`config.mk`:
```
export PLATFORM = sky130hd
export DESIGN_NAME = seg_display_ctrl
export DESIGN_NICKNAME = d
export VERILOG_FILES = /design/src/rtl/seg_pkg.sv /design/src/rtl/seg_bin2bcd.sv /design/src/rtl/seg_display_ctrl.sv
export SDC_FILE = /design/constraint.sdc
export NUM_CORES = 1
export LEC_CHECK = 0
export ABC_AREA = 1
export ABC_CLOCK_PERIOD_IN_PS = 6300
export CORE_ASPECT_RATIO = 1.5
export CORE_MARGIN = 2
export CORE_UTILIZATION = 58
export CTS_BUF_LIST = sky130_fd_sc_hd__clkbuf_8
export CTS_CLUSTER_DIAMETER = 50
export DETAILED_ROUTE_END_ITERATION = 16
export DONT_BUFFER_PORTS = 1
export PLACE_DENSITY = 0.75
export RECOVER_POWER = 100
export SETUP_SLACK_MARGIN = 0.2
export SLEW_MARGIN = 15
export SYNTH_ARGS = -nofsm -noshare
export SYNTH_HDL_FRONTEND = slang
export SYNTH_HIERARCHICAL = 1
export SYNTH_SLANG_ARGS = --single-unit
export TNS_END_PERCENT = 100
```
`constraint.sdc`:
```
create_clock -name clk -period 6.3 [get_ports clk]
set_input_delay 1.575 -clock clk [delete_from_list [all_inputs] [get_ports clk]]
set_output_delay 1.575 -clock clk [all_outputs]
set_load 0.01 [all_outputs]
```
`src/rtl/seg_pkg.sv`:
```
// Shared definitions for the seven-segment controller.
// Contents: segment patterns, converter state type, nibble decoder and a power-of-ten helper.
package seg_pkg;

    // Active-low segment patterns, bit order {a,b,c,d,e,f,g}.
    localparam logic [6:0] SEG_0     = 7'b0000001;
    localparam logic [6:0] SEG_1     = 7'b1001111;
    localparam logic [6:0] SEG_2     = 7'b0010010;
    localparam logic [6:0] SEG_3     = 7'b0000110;
    localparam logic [6:0] SEG_4     = 7'b1001100;
    localparam logic [6:0] SEG_5     = 7'b0100100;
    localparam logic [6:0] SEG_6     = 7'b0100000;
    localparam logic [6:0] SEG_7     = 7'b0001111;
    localparam logic [6:0] SEG_8     = 7'b0000000;
    localparam logic [6:0] SEG_9     = 7'b0000100;
    localparam logic [6:0] SEG_BLANK = 7'b1111111;
    localparam logic [6:0] SEG_DASH  = 7'b1111110;

    typedef enum logic [1:0] {
        ST_IDLE   = 2'd0,
        ST_SHIFT  = 2'd1,
        ST_COMMIT = 2'd2
    } conv_state_e;

    function automatic logic [6:0] seg_decode(input logic [3:0] nib);
        logic [6:0] s;
        case (nib)
            4'd0:    s = SEG_0;
            4'd1:    s = SEG_1;
            4'd2:    s = SEG_2;
            4'd3:    s = SEG_3;
            4'd4:    s = SEG_4;
            4'd5:    s = SEG_5;
            4'd6:    s = SEG_6;
            4'd7:    s = SEG_7;
            4'd8:    s = SEG_8;
            4'd9:    s = SEG_9;
            default: s = SEG_BLANK;
        endcase
        return s;
    endfunction

    // Elaboration-time 10^n; 32 bits covers up to eight digits.
    function automatic logic [31:0] pow10(input int n);
        logic [31:0] r;
        r = 32'd1;
        for (int i = 0; i < n; i++) begin
            r = r * 32'd10;
        end
        return r;
    endfunction

endpackage

```
`src/rtl/seg_bin2bcd.sv`:
```
// Sequential double-dabble binary-to-BCD converter with valid/ready input and a done strobe.
// One input bit is consumed per SHIFT cycle; done is high for the single COMMIT cycle.
module seg_bin2bcd
    import seg_pkg::*;
#(
    parameter int BIN_W    = 13,
    parameter int N_DIGITS = 4
) (
    input  logic                  clk,
    input  logic                  rst,
    input  logic                  in_valid,
    input  logic [BIN_W-1:0]      value,
    output logic                  in_ready,
    output logic                  busy,
    output logic                  done,
    output logic                  ovf_next,
    output logic [N_DIGITS*4-1:0] bcd
);

    localparam int BCD_W = N_DIGITS * 4;
    localparam int CNT_W = (BIN_W > 1) ? $clog2(BIN_W) : 1;
    localparam logic [31:0] MAX_VAL = pow10(N_DIGITS) - 32'd1;

    conv_state_e      state_q;
    logic [BIN_W-1:0] sr_q;
    logic [CNT_W-1:0] cnt_q;
    logic [BCD_W-1:0] bcd_q;
    logic [BCD_W-1:0] adj_d;
    logic             in_ready_q;
    logic             busy_q;
    logic             done_q;
    logic             ovf_q;

    // Add-3 correction on every nibble that would reach 10 or more after doubling.
    genvar gi;
    generate
        for (gi = 0; gi < N_DIGITS; gi++) begin : g_adj
            assign adj_d[gi*4 +: 4] = (bcd_q[gi*4 +: 4] >= 4'd5) ?
                                      (bcd_q[gi*4 +: 4] + 4'd3) :
                                      bcd_q[gi*4 +: 4];
        end
    endgenerate

    always_ff @(posedge clk or posedge rst) begin
        if (rst) begin
            state_q    <= ST_IDLE;
            sr_q       <= '0;
            cnt_q      <= '0;
            bcd_q      <= '0;
            in_ready_q <= 1'b1;
            busy_q     <= 1'b0;
            done_q     <= 1'b0;
            ovf_q      <= 1'b0;
        end else begin
            done_q <= 1'b0;
            case (state_q)
                ST_IDLE: begin
                    if (in_valid) begin
                        sr_q       <= value;
                        bcd_q      <= '0;
                        cnt_q      <= CNT_W'(BIN_W - 1);
                        ovf_q      <= (32'(value) > MAX_VAL);
                        state_q    <= ST_SHIFT;
                        in_ready_q <= 1'b0;
                        busy_q     <= 1'b1;
                    end
                end
                ST_SHIFT: begin
                    // The carry out of the top nibble is dropped; overflow is flagged separately.
                    bcd_q <= {adj_d[BCD_W-2:0], sr_q[BIN_W-1]};
                    sr_q  <= sr_q << 1;
                    if (cnt_q == '0) begin
                        state_q <= ST_COMMIT;
                        done_q  <= 1'b1;
                    end else begin
                        cnt_q <= cnt_q - CNT_W'(1);
                    end
                end
                ST_COMMIT: begin
                    state_q    <= ST_IDLE;
                    in_ready_q <= 1'b1;
                    busy_q     <= 1'b0;
                end
                default: begin
                    state_q    <= ST_IDLE;
                    in_ready_q <= 1'b1;
                    busy_q     <= 1'b0;
                end
            endcase
        end
    end

    assign in_ready = in_ready_q;
    assign busy     = busy_q;
    assign done     = done_q;
    assign ovf_next = ovf_q;
    assign bcd      = bcd_q;

endmodule

```
`src/rtl/seg_display_ctrl.sv`:
```
// Multiplexed active-low seven-segment display controller: BCD conversion, atomic commit, digit scan.
// Define SEVSEG_LZB_EN to blank leading zeros (rightmost digit always shown, not applied on overflow).
module seg_display_ctrl
    import seg_pkg::*;
#(
    parameter int N_DIGITS  = 4,
    parameter int BIN_W     = 13,
    parameter int REFRESH_W = 18
) (
    input  logic                clk,
    input  logic                rst,
    input  logic                in_valid,
    output logic                in_ready,
    input  logic [BIN_W-1:0]    value,
    output logic                busy,
    output logic                ovf,
    output logic [N_DIGITS-1:0] anode,
    output logic [6:0]          seg
);

    localparam int BCD_W = N_DIGITS * 4;
    localparam int DIG_W = (N_DIGITS > 1) ? $clog2(N_DIGITS) : 1;

    logic             conv_done;
    logic             conv_ovf;
    logic [BCD_W-1:0] conv_bcd;

    seg_bin2bcd #(
        .BIN_W    (BIN_W),
        .N_DIGITS (N_DIGITS)
    ) u_bin2bcd (
        .clk      (clk),
        .rst      (rst),
        .in_valid (in_valid),
        .value    (value),
        .in_ready (in_ready),
        .busy     (busy),
        .done     (conv_done),
        .ovf_next (conv_ovf),
        .bcd      (conv_bcd)
    );

    logic [BCD_W-1:0]     disp_q;
    logic                 ovf_q;
    logic [REFRESH_W-1:0] presc_q;
    logic [DIG_W-1:0]     dig_q;

    always_ff @(posedge clk or posedge rst) begin
        if (rst) begin
            disp_q <= '0;
            ovf_q  <= 1'b0;
        end else if (conv_done) begin
            disp_q <= conv_bcd;
            ovf_q  <= conv_ovf;
        end
    end

    // Digit index steps on the edge where the prescaler sits at all-ones.
    always_ff @(posedge clk or posedge rst) begin
        if (rst) begin
            presc_q <= '0;
            dig_q   <= '0;
        end else begin
            presc_q <= presc_q + REFRESH_W'(1);
            if (&presc_q) begin
                dig_q <= (dig_q == DIG_W'(N_DIGITS - 1)) ? '0 : (dig_q + DIG_W'(1));
            end
        end
    end

    logic [N_DIGITS-1:0] lz_blank;

`ifdef SEVSEG_LZB_EN
    logic [N_DIGITS-1:0] nib_zero;
    genvar gi;
    generate
        for (gi = 0; gi < N_DIGITS; gi++) begin : g_lzb
            assign nib_zero[gi] = (disp_q[gi*4 +: 4] == 4'd0);
            if (gi == 0) begin : g_units
                assign lz_blank[gi] = 1'b0;
            end else begin : g_upper
                assign lz_blank[gi] = &nib_zero[N_DIGITS-1:gi];
            end
        end
    endgenerate
`else
    assign lz_blank = '0;
`endif

    logic [3:0]          cur_nib;
    logic                cur_blank;
    logic [N_DIGITS-1:0] anode_d;
    logic [6:0]          seg_d;

    // Nibble position i (0 = rightmost) is lit when d == N_DIGITS-1-i.
    always_comb begin
        cur_nib   = '0;
        cur_blank = 1'b0;
        anode_d   = '1;
        for (int i = 0; i < N_DIGITS; i++) begin
            if (dig_q == DIG_W'(N_DIGITS - 1 - i)) begin
                cur_nib    = disp_q[i*4 +: 4];
                cur_blank  = lz_blank[i];
                anode_d[i] = 1'b0;
            end
        end
        if (ovf_q) begin
            seg_d = SEG_DASH;
        end else if (cur_blank) begin
            seg_d = SEG_BLANK;
        end else begin
            seg_d = seg_decode(cur_nib);
        end
    end

    assign anode = anode_d;
    assign seg   = seg_d;
    assign ovf   = ovf_q;

endmodule

```
==> impl_metrics.tcl <==
set metrics [dict create \
    cts_htree_levels 3 \
    fin_tns_setup_ns 0 \
    postCtsSetupBuffers 0 \
    pwr-share-comb_pct 37.7 \
    vias 2908 \
    worstSetupStartpointType "register" \
    grt_pass1_wl_mm 12.2 \
    run_status "finished with violations" \
    violations "max-capacitance violations, max-slew violations" \
    wirelength_mm 7.08 \
    syn_area_per_cell_sq_um 8.64 \
    synthDominantCellAreaShare_pct 46.7 \
    place_area_sq_um 3990 \
    gp_congestion 0.894 \
    dpl.hpwl_mm 5.10 \
    dieHeight_microns 105 \
    fin_area_sq_um 4150 \
    io_pins 30 \
    yosys-top-cells-area "dfrtp_1 (47%), nand2_1 (12%), ha_1 (6.3%)" \
    finalClockSkew_ns 0.00703 \
    clockRootBuffer "clkbuf_8" \
    swShare_pct 40.2 \
    rsz0062_at_grt "no" \
    post_cts_resized 0 \
    cts_tree "built" \
    fin_nets 498 \
    antenna_found_initial 0 \
    die_w_microns 71.5 \
    fillers 544 \
    viasPerCell 5.36 \
    cts_hold_buf 0 \
    dieArea_sq_um 7530 \
    grt_use_total_pct 20.4 \
    start_util_pct 60.3 \
    clock_sinks 75 \
    critPathKind "register to register" \
    synth_cell_type_count 33 \
    drt_first_pass_iters 4 \
    fin_crit_sh_pct 73.3 \
    cts_inserted_buffers 9 \
    syn_nets 495 \
    p_leak_nw 2.12 \
    clk_latency_ns 0.34 \
    vdd_drop_max_v 0.000293 \
    synth_area_sq_um 3960 \
    antennaDiodeCount 0 \
    flow.area_growth_from_synthesis_pct 4.67 \
    clk_pin_slew_ns 0.07 \
    synth_seq_cells 75 \
    cts_buffer_depth 2 \
    p_int_mw 1.09 \
    drc 0 \
    io_buffer_count 0 \
    ys_seq_area_share_pct 47.4 \
    switching_power_mw 0.734 \
    hold_viol 0 \
    synth_top_area_cell "dfrtp_1" \
    seq_power_share_pct 42.2 \
    drive_gt1_share_pct 8.57 \
    synthCells 459 \
    core-area_sq_um 6580 \
    power_frac_clock_pct 20.1 \
    wl_per_cell_microns 13.0 \
    drt_first_iter_violations 166 \
    drtAntennaViolNets 0 \
    powerDensity_nw_per_um2 440 \
    crit_path_end_kind "register" \
    grt_pass1_vias 2865 \
    required_ns 6.53 \
    grt_max_degree 39 \
    yosys_warnings 6 \
    post-route-min-period_ns 4.62 \
    crit_arrival_ns 4.85 \
    slew_violations 109 \
    setup_violations 0 \
    std_cell_rows 36 \
    relSlewSlack_pct -36.6 \
    hp-class "register to register" \
    tightest_slew_ns 2.04 \
    cp_max_fo 31 \
    cap_viol_max_count 3 \
    gr-total-overflow 0 \
    fmax_mhz 216 \
]
[final timing paths]
path / slack, ns / cells after the start / end / from
setup / recovery: 1.68 / 6 / u_bin2bcd/bcd[4] / u_bin2bcd/state_q[1]
hold reg to reg: 0.47 / 1 / presc_q[17] / presc_q[17]
setup reg to reg: 1.68 / 6 / u_bin2bcd/bcd[4] / u_bin2bcd/state_q[1]
hold / removal: 0.47 / 1 / presc_q[17] / presc_q[17]
max in group asynchronous: 3.30 / 2 / u_bin2bcd/bcd[12] / rst
min in group asynchronous: 1.80 / 2 / presc_q[2] / rst
[registers in the layout (all words and copies together) (netlist names)]
| signal | count |
|---|---|
| presc_q | 18 |
| u_bin2bcd/in_ready | 1 |
| ovf | 1 |
| u_bin2bcd/cnt_q | 4 |
| u_bin2bcd/bcd | 16 |
| u_bin2bcd/sr_q | 13 |
| u_bin2bcd/done | 1 |
| u_bin2bcd/state_q | 2 |
| disp_q | 16 |
| u_bin2bcd/busy | 1 |
| dig_q | 2 |
[cell families (layout without fill, tap and decap cells)]
kind of cell,Yosys count,in the layout,synth area share [%]
other,1,1,0.0946
adder cells (fa/ha/maj),20,20,6.31
AO/OA/AOI/OAI,63,63,8.52
multiplexers,13,13,3.69
buffers and inverters,64,72,7.23
AND/OR/NAND/NOR,207,207,23.0
flip-flops,75,75,47.4
XOR/XNOR,16,16,3.72
[cells in the mapped netlist, drive strengths merged]
master    n
nand2   131
dfrtp    74
inv      54
nand3    33
nor2     29
a21oi    28
o21ai    28
ha       20
mux2     13
xor2     12
nand4    10
buf       9
o22ai     5
xnor2     4
nor3      3
o211ai    2
clkbuf    1
conb      1
dfstp     1
or2       1
[cells in the final DEF, fill, tap and decap left out, types with 10 or more instances in the layout]
cell type  instances
inv_1             52
clkbuf_8          11
a21oi_1           25
xor2_1            12
o21ai_0           25
dfrtp_1           74
nand2_1          128
mux2_2            13
nand3_1           32
nand4_1           10
nor2_1            28
ha_1              20
[routing by layer]
layer  track usage, %  wire length, microns  up-vias
met3             3.25                   274       12
met4             9.70                   123        0
li1                 -                     -     1488
met1             25.5                  3160     1354
met2             34.1                  3510       54
met5                0                     0        -
[metrics by stage]
stage | power (mW) | instances | hold slack, ns | worst slack (ns) | util, %
after floorplan | 1.36 | 459 | 0.441 | 2.86 | -
after global placement | 1.45 | 527 | 0.457 | 2.71 | 60.7
after detailed placement | 1.48 | 527 | 0.461 | 2.57 | 60.7
after CTS | 1.86 | 543 | 0.473 | 2.19 | 63.8
after global routing | 2.00 | 543 | 0.489 | 1.04 | 63.1
final | 1.83 | 543 | 0.473 | 1.68 | 63.1
[power groups by stage]
stage	logic, mW	clock network [mW]	registers (mW)
2_1_floorplan	0.625	0	0.731
3_3_place_gp	0.674	0	0.775
3_5_place_dp	0.701	0	0.780
4_1_cts	0.706	0.382	0.771
5_1_grt	0.804	0.401	0.791
6_report	0.688	0.367	0.772
[critical path, stage by stage (launching register included)]
cell and delay [ns]:
dfrtp_1 0.41, nor2_1 1.52, clkinvlp_2 1.13, nand2_1 0.80, inv_1 0.39, nand2_1 0.15
o21ai_0 0.09
[area by class of cell]
| type | instances | area (sq um) | share of cell area, % |
|---|---|---|---|
| clock buffers | 11 | 151 | 3.65 |
| clock inverters | 5 | 52.6 | 1.27 |
| inverters | 54 | 204 | 4.92 |
| multi-input cells | 320 | 1760 | 42.4 |
| flip-flops and latches | 75 | 1880 | 45.3 |
| well taps | 76 | 95.1 | 2.29 |
| repair buffers | 2 | 7.51 | 0.181 |
(Power assumes the default switching activity.)
